==> src/rtl/nw_score_read_sequencer.sv <==
// Neighbour-score read sequencer for the NW fill engine: fetches M[i][j], M[i][j+1] and M[i+1][j] for one cell.
// Optional feature: define RD_BYPASS_EN to forward write-port snoop data into reads still in flight.
module nw_score_read_sequencer #(
  parameter int N       = 128,
  parameter int BitAddr = $clog2(N + 1),
  parameter int ADDR_W  = $clog2((N + 1) * (N + 1)),
  parameter int SCORE_W = 16,
  parameter int RD_LAT  = 1
) (
  input  logic                      clk,
  input  logic                      rst,
  input  logic                      start,
  input  logic [BitAddr:0]          i,
  input  logic [BitAddr:0]          j,
  output logic                      busy,
  output logic                      err,
  output logic                      rd_en,
  output logic [ADDR_W-1:0]         rd_addr,
  input  logic signed [SCORE_W-1:0] rd_data,
  output logic signed [SCORE_W-1:0] score_diag,
  output logic signed [SCORE_W-1:0] score_left,
  output logic signed [SCORE_W-1:0] score_up,
  output logic [ADDR_W-1:0]         wr_addr,
  output logic                      out_valid,
  input  logic                      out_ready,
  input  logic                      snp_we,
  input  logic [ADDR_W-1:0]         snp_addr,
  input  logic signed [SCORE_W-1:0] snp_data
);

  typedef enum logic [1:0] {IDLE, ISSUE, DRAIN, HOLD} state_e;

  localparam logic [BitAddr:0]  NMax   = (BitAddr + 1)'(N);
  localparam logic [ADDR_W-1:0] RowLen = ADDR_W'(N + 1);
  localparam logic [ADDR_W-1:0] One    = ADDR_W'(1);
  localparam logic [1:0]        TagDiag = 2'd1;
  localparam logic [1:0]        TagLeft = 2'd2;
  localparam logic [1:0]        TagUp   = 2'd3;

  state_e state_q, state_d;
  logic [1:0] k_q, k_d;
  logic [ADDR_W-1:0] base_q, base_d, j_q, j_d;
  logic rd_en_q, rd_en_d, err_q, err_d;
  logic [ADDR_W-1:0] rd_addr_q, rd_addr_d, wr_addr_q, wr_addr_d;
  logic signed [SCORE_W-1:0] diag_q, diag_d, left_q, left_d, up_q, up_d;
  logic [1:0] tag_q [RD_LAT];
  logic [1:0] tag_d [RD_LAT];
  logic [1:0] exit_tag;
  logic signed [SCORE_W-1:0] cap_data;
  logic [ADDR_W-1:0] start_base, start_j;

  assign start_j    = ADDR_W'(j);
  assign start_base = RowLen * ADDR_W'(i);
  assign exit_tag   = tag_q[RD_LAT-1];

  always_comb begin
    state_d   = state_q;
    k_d       = k_q;
    base_d    = base_q;
    j_d       = j_q;
    rd_en_d   = 1'b0;
    rd_addr_d = rd_addr_q;
    err_d     = 1'b0;
    wr_addr_d = wr_addr_q;
    case (state_q)
      IDLE: begin
        if (start) begin
          if (i < NMax && j < NMax) begin
            base_d    = start_base;
            j_d       = start_j;
            wr_addr_d = start_base + start_j + RowLen + One;
            rd_en_d   = 1'b1;
            rd_addr_d = start_base + start_j;
            k_d       = 2'd0;
            state_d   = ISSUE;
          end else begin
            err_d = 1'b1;
          end
        end
      end
      // rd_en/rd_addr are registered, so each ISSUE cycle prepares the next read on the bus
      ISSUE: begin
        case (k_q)
          2'd0: begin
            rd_en_d   = 1'b1;
            rd_addr_d = base_q + j_q + One;
            k_d       = 2'd1;
          end
          2'd1: begin
            rd_en_d   = 1'b1;
            rd_addr_d = base_q + RowLen + j_q;
            k_d       = 2'd2;
          end
          default: state_d = DRAIN;
        endcase
      end
      DRAIN: begin
        if (exit_tag == TagUp) state_d = HOLD;
      end
      HOLD: begin
        if (out_ready) state_d = IDLE;
      end
      default: state_d = IDLE;
    endcase
  end

  // Tag 0 marks an empty slot; a read's tag equals k+1 of the ISSUE step that launched it
  always_comb begin
    tag_d[0] = rd_en_q ? (k_q + 2'd1) : 2'd0;
    for (int s = 1; s < RD_LAT; s++) tag_d[s] = tag_q[s-1];
    diag_d = diag_q;
    left_d = left_q;
    up_d   = up_q;
    case (exit_tag)
      TagDiag: diag_d = cap_data;
      TagLeft: left_d = cap_data;
      TagUp:   up_d   = cap_data;
      default: ;
    endcase
  end

`ifdef RD_BYPASS_EN
  logic [ADDR_W-1:0] baddr_q [RD_LAT];
  logic [ADDR_W-1:0] baddr_d [RD_LAT];
  logic byp_v_q [RD_LAT];
  logic byp_v_d [RD_LAT];
  logic signed [SCORE_W-1:0] byp_data_q [RD_LAT];
  logic signed [SCORE_W-1:0] byp_data_d [RD_LAT];

  // A snoop hit overwrites any earlier one, so the most recent write to that address wins
  always_comb begin
    baddr_d[0]    = rd_addr_q;
    byp_v_d[0]    = rd_en_q && snp_we && (snp_addr == rd_addr_q);
    byp_data_d[0] = snp_data;
    for (int s = 1; s < RD_LAT; s++) begin
      baddr_d[s] = baddr_q[s-1];
      if (snp_we && tag_q[s-1] != 2'd0 && snp_addr == baddr_q[s-1]) begin
        byp_v_d[s]    = 1'b1;
        byp_data_d[s] = snp_data;
      end else begin
        byp_v_d[s]    = byp_v_q[s-1];
        byp_data_d[s] = byp_data_q[s-1];
      end
    end
    cap_data = rd_data;
    if (snp_we && snp_addr == baddr_q[RD_LAT-1]) cap_data = snp_data;
    else if (byp_v_q[RD_LAT-1]) cap_data = byp_data_q[RD_LAT-1];
  end

  always_ff @(posedge clk) begin
    if (rst) begin
      for (int s = 0; s < RD_LAT; s++) begin
        baddr_q[s]    <= '0;
        byp_v_q[s]    <= 1'b0;
        byp_data_q[s] <= '0;
      end
    end else begin
      baddr_q    <= baddr_d;
      byp_v_q    <= byp_v_d;
      byp_data_q <= byp_data_d;
    end
  end
`else
  logic unused_snp;
  assign unused_snp = ^{snp_we, snp_addr, snp_data};
  assign cap_data   = rd_data;
`endif

  always_ff @(posedge clk) begin
    if (rst) begin
      state_q   <= IDLE;
      k_q       <= 2'd0;
      base_q    <= '0;
      j_q       <= '0;
      rd_en_q   <= 1'b0;
      rd_addr_q <= '0;
      err_q     <= 1'b0;
      wr_addr_q <= '0;
      diag_q    <= '0;
      left_q    <= '0;
      up_q      <= '0;
      for (int s = 0; s < RD_LAT; s++) tag_q[s] <= 2'd0;
    end else begin
      state_q   <= state_d;
      k_q       <= k_d;
      base_q    <= base_d;
      j_q       <= j_d;
      rd_en_q   <= rd_en_d;
      rd_addr_q <= rd_addr_d;
      err_q     <= err_d;
      wr_addr_q <= wr_addr_d;
      diag_q    <= diag_d;
      left_q    <= left_d;
      up_q      <= up_d;
      tag_q     <= tag_d;
    end
  end

  assign busy       = (state_q != IDLE);
  assign out_valid  = (state_q == HOLD);
  assign err        = err_q;
  assign rd_en      = rd_en_q;
  assign rd_addr    = rd_addr_q;
  assign wr_addr    = wr_addr_q;
  assign score_diag = diag_q;
  assign score_left = left_q;
  assign score_up   = up_q;

endmodule

==> config.mk <==
export PLATFORM = sky130hd
export DESIGN_NAME = nw_score_read_sequencer
export DESIGN_NICKNAME = d
export VERILOG_FILES = /design/src/rtl/nw_score_read_sequencer.sv
export SDC_FILE = /design/constraint.sdc
export NUM_CORES = 1
export LEC_CHECK = 0
export ABC_AREA = 1
export CELL_PAD_IN_SITES_DETAIL_PLACEMENT = 0
export CELL_PAD_IN_SITES_GLOBAL_PLACEMENT = 2
export CORE_MARGIN = 10
export CORE_UTILIZATION = 28
export CTS_BUF_LIST = sky130_fd_sc_hd__clkbuf_2
export DETAILED_ROUTE_END_ITERATION = 8
export PLACE_DENSITY_LB_ADDON = 0.1
export SETUP_SLACK_MARGIN = 0.15
export SLEW_MARGIN = 15
export SYNTH_ARGS = -nofsm -noshare
export SYNTH_HDL_FRONTEND = slang
export SYNTH_SLANG_ARGS = --single-unit
==> constraint.sdc <==
create_clock -name clk -period 4.3 [get_ports clk]
set_clock_uncertainty 0.15 [all_clocks]
set_input_delay 0.86 -clock clk [delete_from_list [all_inputs] [get_ports clk]]
set_output_delay 0.86 -clock clk [all_outputs]
set_load 0.02 [all_outputs]
* After elaboration in Yosys (flattened, before gate mapping)
Cells that the tools add are included.
** Word-level totals
- Bits in registers :: 110
- Bits in latches :: 0
- RAM bits :: 0
- Bits in read-only memories :: 0
- Logic and storage cells :: 69
- Memories kept :: 0
** Cells by class
- Add/subtract/negate cells :: 8
- $mul :: 1
- Div/mod/pow operators :: 0
- $lt $le $gt $ge :: 2
- Equal/unequal tests :: 13
- Shifts and indexed selects :: 0
- Multiplexer cells :: 19
- Bitwise logic cells :: 3
- Reductions and logical operators :: 11
** Operators by type and width (number)
- 15-bit one-hot mux with 2 select lines :: 2
- 15-bit by 9-bit adder with 15-bit output :: 3
- 15-bit by 1-bit adder with 15-bit output (second input constant) :: 2
- 15-bit by 8-bit adder with 15-bit output (second input constant) :: 2
- 15-bit two-way mux :: 2
- 9-bit by 8-bit < comparator with 1-bit output (second input constant) :: 2
- 8-bit by 9-bit multiplier with 15-bit output (first input constant) :: 1
- 2-bit two-way mux :: 7
- 2-bit equality test (second input constant) :: 4
- 2-bit != test (second input constant) :: 4
- 2-bit one-hot mux with 2 select lines :: 2
- 2-bit one-hot mux with 4 select lines :: 1
- 2-bit by 1-bit equality test with 1-bit output (second input constant) :: 3
- 5-bit AND reduction :: 1
- 2-bit zero test :: 2
- 1-bit two-way mux :: 4
- 4-bit AND reduction :: 1
- 2-bit nonzero test :: 2
- 2-bit OR reduction :: 2
- 3-bit != test (second input constant) :: 1
- 1-bit inverter :: 3
- 3-bit AND reduction :: 1
- 3-bit OR reduction :: 1
- 2-bit by 1-bit adder with 2-bit output (second input constant) :: 1
- 3 further kinds :: 3

* Depth between registers and ports, before layout
- Word-level depth :: 5
- Gate-level depth with buffers :: 20

* Least setup slack after synthesis
Ideal clock, no wire load.
- Path type :: input port to flip-flop
- Start point :: input i[1]
- End point :: register wr_addr_q[13], in the netlist wr_addr[13]
- Library setup time :: 109 ps
- Arrival time :: 3006 ps
- Data required time :: 4041 ps
- Path slack :: 1035 ps
- Stages on the path :: 17
- Path buffers :: 0
- Path through :: ha_1 > ha_1 > ha_1 > inv_1 > fa_1 > inv_1 > nand3_1 > nor2_1 > nand2_1 > nand4_1 > nand2_1 > nor2_2 > inv_1 > o21bai_2 > nand3_1 > nand2_1 > inv_1
** On the way
- Cells in the longest elaborated chain, start to end :: 4
- Elaborated cells between the ends (all ways) :: 7
- Classes of those cells :: add/sub (3); mul (1); order compare (1); reduce/logical (2)
** Ends and longest elaborated chain
- start, declared :: line 13 : input logic [BitAddr:0] i,
- 8-bit by 9-bit multiplier with 15-bit output :: line 53 : assign start_base = RowLen * ADDR_W'(i);
- 15-bit by 9-bit adder with 15-bit output :: line 71 : wr_addr_d = start_base + start_j + RowLen + One;
- 15-bit by 8-bit adder with 15-bit output :: line 71
- 15-bit by 1-bit adder with 15-bit output :: line 71
- end signal, assigned :: line 191 : wr_addr_q <= wr_addr_d;
- end, declared :: line 44 : logic [ADDR_W-1:0] rd_addr_q, rd_addr_d, wr_addr_q, wr_addr_d;
Parallel ways exist; a longest one is shown, timed or not.
A chain may end at the register's enable or synchronous reset.

* Worst setup path after layout
- Start point :: input i[1]
- End point :: register wr_addr_q[12], in the netlist wr_addr[12]
The elaborated chain is that of the path after synthesis.

==> summary.txt <==
=================================================================================
Sequential fraction of design power                                         44.2%
Iteration-0 DRC count of the detailed router                                  298
Hold Crit Class                                                      flip-flop to flip-flop
Max-cap violations                                                              0
HPWL reported at the end of detailed placement                           18.63 mm
Hold Slack                                                               317.8 ps
Post-Syn Instances                                                            978
Vias in the first global route                                               6611
Cell area power density                                              321.3 nW/um2
Effective utilization at floorplan                                         28.35%
Maximum number of pins on one net before global-route repair                   46
Post-detailed-route wirelength per cell                                  16.81 um
Net switching share of the total power                                     40.98%
Asr flop ratio synth                                                           0%
Leading area contributor after synthesis                             sky130_fd_sc_hd__dfxtp_1
Sink count of the clock tree                                                  110
Type of destination of the critical path                                flip-flop
Total routed wirelength                                                  23.69 mm
Core footprint                                                          23400 um2
Switching component of the power                                         1.089 mW
Vertical die dimension                                                   173.9 um
Required time of the worst setup path                                     4740 ps
Transition time of the tightest slew-check pin                           792.1 ps
Antenna-violating nets left                                                     0
Period Utilization, post-route                                             79.25%
Ranking of synthesized cells by area                                 sky130_fd_sc_hd__dfxtp_1 33%, sky130_fd_sc_hd__nand2_1 10%, sky130_fd_sc_hd__nor2_1 10%
Count of input and output buffers                                             119
Shortest clock period the worst path allows after layout                  3408 ps
Count of cells resized by post-cts repair                                       0
TritonCTS clock tree                                                         done
Setup total negative slack                                                   0 ps
Number of H-tree levels                                                         3
Total DRC errors in the routed layout                                           0
Signal arrival time at the worst endpoint                                 3850 ps
Post-synthesis instance area                                             6634 um2
Share of post-route cells with drive strength above 1                      6.244%
Syn. warnings                                                                   0
Num CTS Buffers                                                                 9
Clock network fraction of total power                                       18.4%
Clock slew at reported path FFs                                            330 ps
Initial antenna violation count                                                 2
Maximum clock rate                                                      293.5 MHz
Outcome                                                              complete, no violations
Overall Global Routing Usage                                               15.80%
Fraction of power consumed by combinational cells                           37.4%
Final number of hold-violating endpoints                                        0
Worst IR Drop VDD                                                     0.0001404 V
Leakage power                                                            3.717 nW
Flip-flop and latch count after synthesis                                     110
Clock latency of the later-clocked register in the worst-skew pair         640 ps
Most used DFF post-synth                                             sky130_fd_sc_hd__dfxtp_1
Number of unique standard cell types used by synthesis                         41
Maximum fanout encountered on the critical timing path                          5
Category of the most critical setup path                             primary input to flip-flop
Most common library cells after synthesis                            176 x sky130_fd_sc_hd__nand2_1, 176 x sky130_fd_sc_hd__nor2_1, 111 x sky130_fd_sc_hd__inv_1, 111 x sky130_fd_sc_hd__o21ai_0, 110 x sky130_fd_sc_hd__dfxtp_1
Sequential-to-total area share from yosys stat                             33.20%
First-pass GRT wire length                                               37.78 mm
Number of standard-cell rows in the floorplan                                  56
Overall overflow remaining after global route                                   0
Net count reported at finish                                                 1206
Number of filler cells placed in the layout                                  2640
Share of the synthesized area in the top cell type                         33.20%
Routability congestion estimate from global placement                      0.8065
CP startpoint kind                                                   primary input
Number of endpoints failing setup at the final stage                            0
Int Power                                                                1.569 mW
Die area                                                                30250 um2
Worst slew margin relative to its limit                                    47.20%
Hold_buf cts                                                                    0
Post-synth EDFFs                                                                0
Cell at the root of the clock tree                                   sky130_fd_sc_hd__clkbuf_2
RSZ-0062 raised after global routing                                        false
Post-synth net total                                                         1099
Post-CTS Setup Inserts                                                          0
Average size of a mapped cell                                           6.783 um2
Number of detailed-routing iterations run before antenna repair                 4
Maximum buffer depth of the clock tree                                          2
Number of placed I/O pins                                                     152
Via count                                                                    6430
Fin. max-slew vios                                                              0
Per-cell via count in the routed design                                     4.564
Floorplan die width                                                      173.9 um
Layout area overhead                                                       24.73%
=================================================================================
through the flow:
stage	total power, mW	cell area (um2)	setup slack (ps)	util (%)	cells
after floorplan	1.786	6634	1035	-	978
after global placement	2.198	8168	165.0	34.90	1393
after detailed placement	2.199	8168	160.3	34.90	1393
after CTS	2.701	8272	909.1	35.35	1408
after global routing	2.852	8274	579.9	35.36	1409
final	2.658	8274	892.4	35.36	1409
state kept, by name, indices dropped and copies added, names as in the netlist:
name and cells:
score_diag 16, score_left 16, score_up 16, base_q 15, rd_addr 15, wr_addr 15
j_q 9, exit_tag 2, k_q 2, state_q 2, err 1, rd_en 1
routing by layer:
metal	GRT usage, %	vias to the layer above	routed length [um]
met3	2.449	14	828
met1	20.94	2939	11690
met4	3.919	0	252
li1	-	3374	-
met5	0	-	0
met2	26.25	103	10920
logic make-up after synthesis:
logic type	count (synthesis)	share of synthesized area, %
AO/OA/AOI/OAI	195	15.81
XOR/XNOR	15	2.094
adder cells (fa/ha/maj)	51	10.75
buffers and inverters	150	8.789
flip-flops	110	33.19
AND/OR/NAND/NOR	457	29.37
power groups by stage:
stage	sequential, mW	clock, mW	combinational (mW)
5_1_grt	1.19	0.552	1.11
4_1_cts	1.17	0.515	1.01
3_3_place_gp	1.19	0	1.01
3_5_place_dp	1.19	0	1.01
2_1_floorplan	1.27	0	0.517
6_report	1.17	0.489	0.995
path summary, 6_finish.rpt:
kind,from,cells past startpoint,slack (ps),endpoint
worst max-delay path,i[1],18,890,wr_addr[12]$_SDFFE_PP0P_
worst min-delay path,j_q[8]$_SDFFE_PP0P_,2,320,j_q[8]$_SDFFE_PP0P_
worst max register to register,base_q[6]$_SDFFE_PP0P_,14,1500,rd_addr[14]$_SDFFE_PP0P_
worst min register to register,j_q[8]$_SDFFE_PP0P_,2,320,j_q[8]$_SDFFE_PP0P_
layout by cell type (no fill, tap or decap), types with 3 or more instances in the layout:
cell,Yosys,layout
sky130_fd_sc_hd__buf_4,1,12
sky130_fd_sc_hd__o21ai_1,5,5
sky130_fd_sc_hd__nand2_1,176,176
sky130_fd_sc_hd__inv_2,4,5
sky130_fd_sc_hd__o21ai_0,111,111
sky130_fd_sc_hd__nand3_2,7,7
sky130_fd_sc_hd__nand3_1,56,56
sky130_fd_sc_hd__clkinvlp_4,0,3
sky130_fd_sc_hd__fa_1,10,10
sky130_fd_sc_hd__inv_1,111,110
sky130_fd_sc_hd__nor3_1,4,4
sky130_fd_sc_hd__clkdlybuf4s50_1,0,119
sky130_fd_sc_hd__o211ai_1,3,3
sky130_fd_sc_hd__a31oi_1,6,6
sky130_fd_sc_hd__xnor2_1,4,4
sky130_fd_sc_hd__nand2_2,10,10
sky130_fd_sc_hd__nand4_1,14,14
sky130_fd_sc_hd__a21oi_1,54,54
sky130_fd_sc_hd__clkbuf_2,0,9
sky130_fd_sc_hd__nor2_1,176,176
sky130_fd_sc_hd__a21oi_2,3,3
sky130_fd_sc_hd__ha_1,41,41
sky130_fd_sc_hd__xor2_1,10,10
sky130_fd_sc_hd__or2_2,3,3
sky130_fd_sc_hd__dfxtp_1,110,110
sky130_fd_sc_hd__nor2_2,5,4
cell type report:
cell class                 count  area [um2]  share of cell area (%)
sequential                   110        2202                   26.61
timing repair buffer         131        1281                   15.48
tap                          319       399.1                   4.824
antenna                        1       2.502                 0.03024
clock inverter                 6       58.81                  0.7107
multi-input combinational    718        3854                   46.57
inverter                     115       431.7                   5.217
clock buffer                   9       45.04                  0.5444
worst max-delay path: stages:
cell,delay [ps]
sky130_fd_sc_hd__clkdlybuf4s50_1,480
sky130_fd_sc_hd__ha_1,230
sky130_fd_sc_hd__ha_1,270
sky130_fd_sc_hd__ha_1,210
sky130_fd_sc_hd__inv_1,70
sky130_fd_sc_hd__fa_1,460
sky130_fd_sc_hd__inv_1,150
sky130_fd_sc_hd__nand2_1,90
sky130_fd_sc_hd__nor2_1,130
sky130_fd_sc_hd__nand3_1,120
sky130_fd_sc_hd__nand4_1,90
sky130_fd_sc_hd__nand2_1,90
sky130_fd_sc_hd__inv_1,180
sky130_fd_sc_hd__nand2_1,80
sky130_fd_sc_hd__o21ai_1,130
sky130_fd_sc_hd__nand3_1,100
sky130_fd_sc_hd__nand2_1,70
sky130_fd_sc_hd__inv_1,30
No activity file was read; power rests on OpenSTA's default activity.
